$ cat src/rtl/turbo_iter_sched_pkg.sv
// Shared types and constants for the turbo decoder iteration scheduler
// and its QPP address generator.
package turbo_iter_sched_pkg;

  localparam int unsigned K_DEF  = 40;
  localparam int unsigned F1_DEF = 3;
  localparam int unsigned F2_DEF = 10;
  localparam int unsigned DG_DEF = (2 * F2_DEF) % K_DEF;

  typedef enum logic [2:0] {
    S_IDLE,
    S_START,
    S_ISSUE,
    S_WAIT,
    S_OUTPUT,
    S_DONE
  } state_t;

  function automatic int unsigned addr_w(input int unsigned n);
    return (n > 1) ? $clog2(n) : 1;
  endfunction

  // Second difference of the QPP polynomial: the constant increment of g.
  function automatic int unsigned qpp_dg(input int unsigned k, input int unsigned f2);
    return (2 * f2) % k;
  endfunction

endpackage

$ cat src/rtl/turbo_iter_sched_qpp_addr_gen.sv
// Incremental QPP interleaver address generator: pi(i) = (F1*i + F2*i^2) mod K
// produced with one add and one conditional subtract per step.
module qpp_addr_gen
  import turbo_iter_sched_pkg::*;
#(
  parameter int unsigned K  = K_DEF,
  parameter int unsigned F1 = F1_DEF,
  parameter int unsigned F2 = F2_DEF,
  parameter int unsigned AW = addr_w(K)
) (
  input  logic          i_clk,
  input  logic          i_rst_n,
  input  logic          i_init,
  input  logic          i_step,
  output logic [AW-1:0] o_pi
);

  localparam logic [AW:0]   C_K  = (AW + 1)'(K);
  localparam logic [AW-1:0] C_G0 = AW'((F1 + F2) % K);
  localparam logic [AW-1:0] C_DG = AW'(qpp_dg(K, F2));

  logic [AW-1:0] r_pi;
  logic [AW-1:0] r_g;
  logic [AW:0]   w_pi_sum;
  logic [AW:0]   w_g_sum;
  logic [AW-1:0] w_pi_nxt;
  logic [AW-1:0] w_g_nxt;

  // Both operands are already < K, so one conditional subtract is a full mod.
  always_comb begin
    w_pi_sum = {1'b0, r_pi} + {1'b0, r_g};
    w_g_sum  = {1'b0, r_g} + {1'b0, C_DG};
    w_pi_nxt = (w_pi_sum >= C_K) ? AW'(w_pi_sum - C_K) : w_pi_sum[AW-1:0];
    w_g_nxt  = (w_g_sum >= C_K) ? AW'(w_g_sum - C_K) : w_g_sum[AW-1:0];
  end

  always_ff @(posedge i_clk or negedge i_rst_n) begin
    if (!i_rst_n) begin
      r_pi <= '0;
      r_g  <= '0;
    end else if (i_init) begin
      r_pi <= '0;
      r_g  <= C_G0;
    end else if (i_step) begin
      r_pi <= w_pi_nxt;
      r_g  <= w_g_nxt;
    end
  end

  assign o_pi = r_pi;

endmodule

$ cat src/rtl/turbo_iter_sched.sv
// Turbo decoder iteration scheduler: sequences natural/interleaved half
// iterations on one SISO core, applies early termination, then reads out.
module turbo_iter_sched
  import turbo_iter_sched_pkg::*;
#(
  parameter int unsigned K        = K_DEF,
  parameter int unsigned F1       = F1_DEF,
  parameter int unsigned F2       = F2_DEF,
  parameter int unsigned MAX_ITER = 8,
  parameter int unsigned AW       = addr_w(K)
) (
  input  logic          i_clk,
  input  logic          i_rst_n,
  input  logic          i_start,
  input  logic          i_siso_ready,
  input  logic          i_siso_done,
  input  logic          i_early_stop,
  output logic          o_busy,
  output logic          o_siso_start,
  output logic          o_half,
  output logic          o_addr_valid,
  output logic [AW-1:0] o_addr,
  output logic          o_out_valid,
  output logic [AW-1:0] o_out_addr,
  output logic [3:0]    o_iter_cnt,
  output logic          o_done
);

  localparam logic [AW-1:0] C_LAST = AW'(K - 1);
  localparam logic [3:0]    C_MAX  = 4'(MAX_ITER);

  state_t        r_state;
  logic          r_busy;
  logic          r_siso_start;
  logic          r_half;
  logic          r_addr_valid;
  logic [AW-1:0] r_idx;
  logic          r_out_valid;
  logic [AW-1:0] r_out_addr;
  logic [3:0]    r_iter;
  logic          r_done;

  logic          w_init;
  logic          w_step;
  logic [AW-1:0] w_pi;
  logic [3:0]    w_iter_nxt;

  assign w_init     = (r_state == S_START);
  assign w_step     = r_addr_valid && i_siso_ready;
  assign w_iter_nxt = r_iter + 4'd1;

  qpp_addr_gen #(
    .K  (K),
    .F1 (F1),
    .F2 (F2),
    .AW (AW)
  ) u_qpp (
    .i_clk   (i_clk),
    .i_rst_n (i_rst_n),
    .i_init  (w_init),
    .i_step  (w_step),
    .o_pi    (w_pi)
  );

  always_ff @(posedge i_clk or negedge i_rst_n) begin
    if (!i_rst_n) begin
      r_state      <= S_IDLE;
      r_busy       <= 1'b0;
      r_siso_start <= 1'b0;
      r_half       <= 1'b0;
      r_addr_valid <= 1'b0;
      r_idx        <= '0;
      r_out_valid  <= 1'b0;
      r_out_addr   <= '0;
      r_iter       <= '0;
      r_done       <= 1'b0;
    end else begin
      case (r_state)
        S_IDLE: begin
          if (i_start) begin
            r_state      <= S_START;
            r_busy       <= 1'b1;
            r_siso_start <= 1'b1;
            r_half       <= 1'b0;
            r_iter       <= '0;
          end
        end
        S_START: begin
          r_siso_start <= 1'b0;
          r_idx        <= '0;
          r_addr_valid <= 1'b1;
          r_state      <= S_ISSUE;
        end
        S_ISSUE: begin
          if (w_step) begin
            r_idx <= r_idx + 1'b1;
            if (r_idx == C_LAST) begin
              r_addr_valid <= 1'b0;
              r_state      <= S_WAIT;
            end
          end
        end
        S_WAIT: begin
          if (i_siso_done) begin
            if (!r_half) begin
              r_half       <= 1'b1;
              r_siso_start <= 1'b1;
              r_state      <= S_START;
            end else begin
              r_iter <= w_iter_nxt;
              if (i_early_stop || (w_iter_nxt == C_MAX)) begin
                r_out_valid <= 1'b1;
                r_out_addr  <= '0;
                r_state     <= S_OUTPUT;
              end else begin
                r_half       <= 1'b0;
                r_siso_start <= 1'b1;
                r_state      <= S_START;
              end
            end
          end
        end
        S_OUTPUT: begin
          if (r_out_addr == C_LAST) begin
            r_out_valid <= 1'b0;
            r_out_addr  <= '0;
            r_done      <= 1'b1;
            r_state     <= S_DONE;
          end else begin
            r_out_addr <= r_out_addr + 1'b1;
          end
        end
        S_DONE: begin
          r_done  <= 1'b0;
          r_busy  <= 1'b0;
          r_state <= S_IDLE;
        end
        default: r_state <= S_IDLE;
      endcase
    end
  end

  assign o_busy       = r_busy;
  assign o_siso_start = r_siso_start;
  assign o_half       = r_half;
  assign o_addr_valid = r_addr_valid;
  assign o_addr       = r_addr_valid ? (r_half ? w_pi : r_idx) : '0;
  assign o_out_valid  = r_out_valid;
  assign o_out_addr   = r_out_addr;
  assign o_iter_cnt   = r_iter;
  assign o_done       = r_done;

endmodule

$ cat config.mk
export PLATFORM = sky130hd
export DESIGN_NAME = turbo_iter_sched
export DESIGN_NICKNAME = d
export VERILOG_FILES = /design/src/rtl/turbo_iter_sched_pkg.sv /design/src/rtl/turbo_iter_sched_qpp_addr_gen.sv /design/src/rtl/turbo_iter_sched.sv
export SDC_FILE = /design/constraint.sdc
export NUM_CORES = 1
export LEC_CHECK = 0
export CAP_MARGIN = 20
export CELL_PAD_IN_SITES_DETAIL_PLACEMENT = 1
export CELL_PAD_IN_SITES_GLOBAL_PLACEMENT = 1
export CORE_ASPECT_RATIO = 1.5
export CORE_MARGIN = 2
export CORE_UTILIZATION = 32
export DETAILED_ROUTE_END_ITERATION = 16
export PLACE_DENSITY = 0.69
export SKIP_LAST_GASP = 1
export SYNTH_ARGS = -nofsm -noshare
export SYNTH_HDL_FRONTEND = slang
export SYNTH_SLANG_ARGS = --single-unit
$ cat constraint.sdc
create_clock -name i_clk -period 3 [get_ports i_clk]
set_input_delay 0.45 -clock i_clk [delete_from_list [all_inputs] [get_ports i_clk]]
set_output_delay 0.45 -clock i_clk [all_outputs]
set_load 0.005 [all_outputs]
==> results summary <==
By area, the combinational part of the netlist is dominated by simple AND/OR/NAND/NOR gates. The clock tree synthesis step divided the H-tree into 2 levels. Post-CTS repair changed the size of 0 cells.

During placement, the flow inserted port buffers numbering 27. The post-DP HPWL came out at between 4000 and 5000 µm. The worst-case headroom to the max-slew limit is between 40% and 50%.

STA puts the critical path data required time at 3170 ps. The minimum clock period after layout came out at 2750 ps. The detailed-route wire length is 6320 µm.

The worst setup path is of the flip-flop to flip-flop kind. The effective utilization at floorplan came out at 33.0%. The run finished with clean final reports.

Summing the areas of all and, or, nand and nor instances in the mapped netlist gives a little under a quarter of the synthesized area. The area fraction of the dominant cell type after synthesis is a little under two fifths. The number of non-filler instances in the completed layout is between 300 and 400.

The nature of the critical path startpoint is a flip-flop. TritonCTS built the clock tree. The post-CTS clock slew at the launch and capture registers of the worst setup and hold paths is 80 ps. 28 I/O pins were placed.

Setup repair after global routing left no endpoint under its margin. sky130_fd_sc_hd__dfrtp_1 takes more of the synthesized area than any other cell. The worst slack on hold paths came out at between 200 and 250 ps.

The detail route stage leaves a number of antenna-violating nets equal to 0. The fraction of registers with async set/reset is 100%. The global-route congestion overflow total is 0. The maximum achievable frequency came out at roughly 360 MHz. After clock tree synthesis, the flow added hold-fix buffers numbering 0. The detailed router finished its first iteration with 70 violations. At the pin with the least slew margin, the transition time is 834 ps.

IR analysis of the VDD net gives a maximum drop of 0.437 mV. The maximum fanout count along the critical path came out at 4. Dividing the final minimum period by the clock period gives between 90% and 100%. The most numerous cell type found on the critical path is sky130_fd_sc_hd__ha_1. The first detailed-routing pass took 4 iterations.

The number of hold violations in the final report came out at 0. The clock latency on the worst-skew pair is a little under 300 ps. The switching power came out at 1330 µW. Among all flip-flop cells after synthesis, the most frequent one is sky130_fd_sc_hd__dfrtp_1. The wire length per cell after detailed routing is ~16 µm. The compound-gate portion of the synthesized area came out at 19.9%. Measured along the x axis, the die boundary spans about 74 µm. The part of the total power dissipated in the clock network is about an eighth.

The number of clock sinks seen by CTS came out at 36. The number of flops mapped to enable cells by yosys is 0. The largest stage delay on the critical path came out at 400 ps.

Max-cap violations in this run came to 0. The fill cell instance count of the final layout came out at between 800 and 900. Synthesis produced a netlist whose cell count is approximately 260. The largest individual stage delay along the critical path comes from the cell sky130_fd_sc_hd__dfrtp_1. Setup violations remaining at the end of the flow were counted as 0. Of the total power, the share spent switching nets is 44.5%.

The first-pass GRT wire length is 10800 µm. The average instance area after synthesis is between 9 and 10 µm². The via count came out at approximately 2100. In this run, CTS created clock tree buffers numbering 5. The max-slew violation count came out at 0. The worst endpoint data arrival time is 2920 ps. The initial antenna violation count was 0.

The post-synthesis sequential element count came out at 36. The final RePlAce weighted congestion is around 0.80. The worst hold path class is input port to asynchronous set/reset pin. The distinct cell type count after synthesis is 58.

The fraction of synthesized cell area in xor and xnor cells is just over 5%. The critical path goes through ha_1 -> ha_1 -> a21o_1 -> a21oi_1 -> xor2_1 -> ha_1 -> o311ai_2 -> nor3b_1 -> o2bb2ai_1 -> or3_1. The placeable core area is 7230 µm². The via density per instance came out at 5.34.

In this run the power density over the cells is roughly 1000 nW/µm². The number of standard-cell rows in the floorplan is 38. The total negative slack came out at 0 ps.

The cell area after synthesis is ~2400 µm². The post-CTS setup-driven buffer insertion count came out at 0. The pin count of the biggest net entering global routing came out at 37. The clock arrives with roughly 11 ps of skew. The die area is between 8000 and 9000 µm². The share of total power in combinational logic is 57.9%. The part of the total power dissipated in sequential elements came out at ~30%.

The share of layout cells above drive strength 1 is under 10%. The library cell used as clock root buffer is sky130_fd_sc_hd__clkbuf_8. The growth of design area from synthesis to finish is 19.9%. The aggregate global-route resource usage is approximately 17%. In the post-synthesis netlist, the biggest area contributors are sky130_fd_sc_hd__dfrtp_1 38%, sky130_fd_sc_hd__ha_1 6.8%, sky130_fd_sc_hd__nand2_1 4.3%, sky130_fd_sc_hd__mux2i_1 3.8%, sky130_fd_sc_hd__o21ai_0 3.6%. The via count of the first global-routing pass is 2207.

The total number of nets in the final design came out at 308. The placed cell count came out at ~380. STA classifies the critical path endpoint as a flip-flop.

The total internal power is around 1700 µW. The clock tree buffer depth came out at 2. The leakage power figure came out at 0.00117 µW. The sequential cell area fraction in the yosys report came out at a little under two fifths. Synthesis produced a netlist with a net count of between 200 and 300. The number of antenna diodes came out at 0. The count of synthesis-stage warnings from yosys came out at 0. The mux share of post-synthesis cell area is about 4.3%. The die height came out at 110 µm.

In the routed design, unresolved DRC markers number 0. The synthesized-area fraction occupied by adder cells came out at 6.82%.
stage by stage:
stage | utilization (%) | setup slack, ps | total power, µW | cell area [µm²]
finish | 39.5 | 248 | 2980 | 2860
global route | 39.5 | 96.5 | 3250 | 2860
CTS | 39.5 | 238 | 3020 | 2860
detailed placement | 38.2 | 260 | 2630 | 2760
global placement | 38.2 | 362 | 2580 | 2760
floorplan | - | 534 | 2070 | 2380
registers in the layout, indices dropped and copies added (netlist names), 3 cells and up:
register,count
o_out_addr,6
r_idx,6
u_qpp.o_pi,6
u_qpp.r_g,5
o_iter_cnt,4
r_state,3
synthesized netlist by cell type (all sizes together) (5+ instances only):
cell type   n
mux2i       9
nor3        8
dfrtp      36
or3         5
a21oi      15
nor3b       5
inv         8
nand4       5
o21ai      20
ha         13
and3        5
xnor2       5
nor2b       8
nand2      27
xor2        9
nor2       20
critical path, delay by kind of cell, from the launching register on:
kind,cells,cell delay (ps)
adder cells (fa/ha/maj),3,790
AO/OA/AOI/OAI,4,610
AND/OR/NAND/NOR,2,490
flip-flops,1,400
XOR/XNOR,1,340
layout by cell type (no fill, tap or decap), drive strengths merged, types with 4 or more instances in the layout:
master / count
a2111oi: 4
a21oi: 15
a31oi: 4
and3: 5
buf: 5
clkbuf: 7
clkdlybuf4s50: 26
dfrtp: 36
ha: 13
inv: 8
mux2i: 9
nand2: 27
nand4: 5
nor2: 20
nor2b: 8
nor3: 8
nor3b: 5
o21ai: 20
or3: 5
or3b: 4
xnor2: 5
xor2: 9
path summary, 6_finish.rpt:
kind                         startpoint       endpoint  slack, ps  cells past startpoint
hold reg to reg             o_out_valid    o_out_valid        490                      1
hold / removal                  i_rst_n  o_out_addr[2]        250                      1
setup / recovery           u_qpp.r_g[0]  u_qpp.o_pi[3]        250                     10
min in group i_clk          o_out_valid    o_out_valid        490                      1
setup reg to reg           u_qpp.r_g[0]  u_qpp.o_pi[3]        250                     10
max in group asynchronous       i_rst_n  o_iter_cnt[0]       2210                      1
power by group through the flow:
stage	logic [µW]	registers (µW)	clock network, µW
after global routing	1940	917	398
after global placement	1690	886	0
after CTS	1750	885	384
final	1730	885	368
after detailed placement	1740	893	0
after floorplan	1280	796	0
cells by family after synthesis:
group | Yosys count
xor gates and xnor gates | 14
muxes | 10
and+or+nand+nor | 102
buffers and inverters | 16
adders and majority gates | 13
DFF | 36
AOI/OAI and AO/OA | 68
cell type report:
cell class / instances / area (µm²) / area share, %
clock buffers: 7 / 86.3 / 3.02
clock inverters: 1 / 7.51 / 0.263
inverters: 8 / 30.0 / 1.05
multi-input cells: 207 / 1410 / 49.4
flip-flops and latches: 36 / 901 / 31.5
well taps: 100 / 125 / 4.38
repair buffers: 31 / 295 / 10.3
metal layers:
layer / share of wire, % / global-route usage [%] / wire [µm] / vias to the layer above
li1: - / - / - / 1010
met1: 42 / 19.6 / 2670 / 1031
met2: 54 / 31.8 / 3420 / 33
met3: 2.1 / 2.20 / 131 / 8
met4: 1.6 / 5.61 / 101 / 0
met5: 0 / 0 / 0 / -
Power figures use the tool's default switching activity.
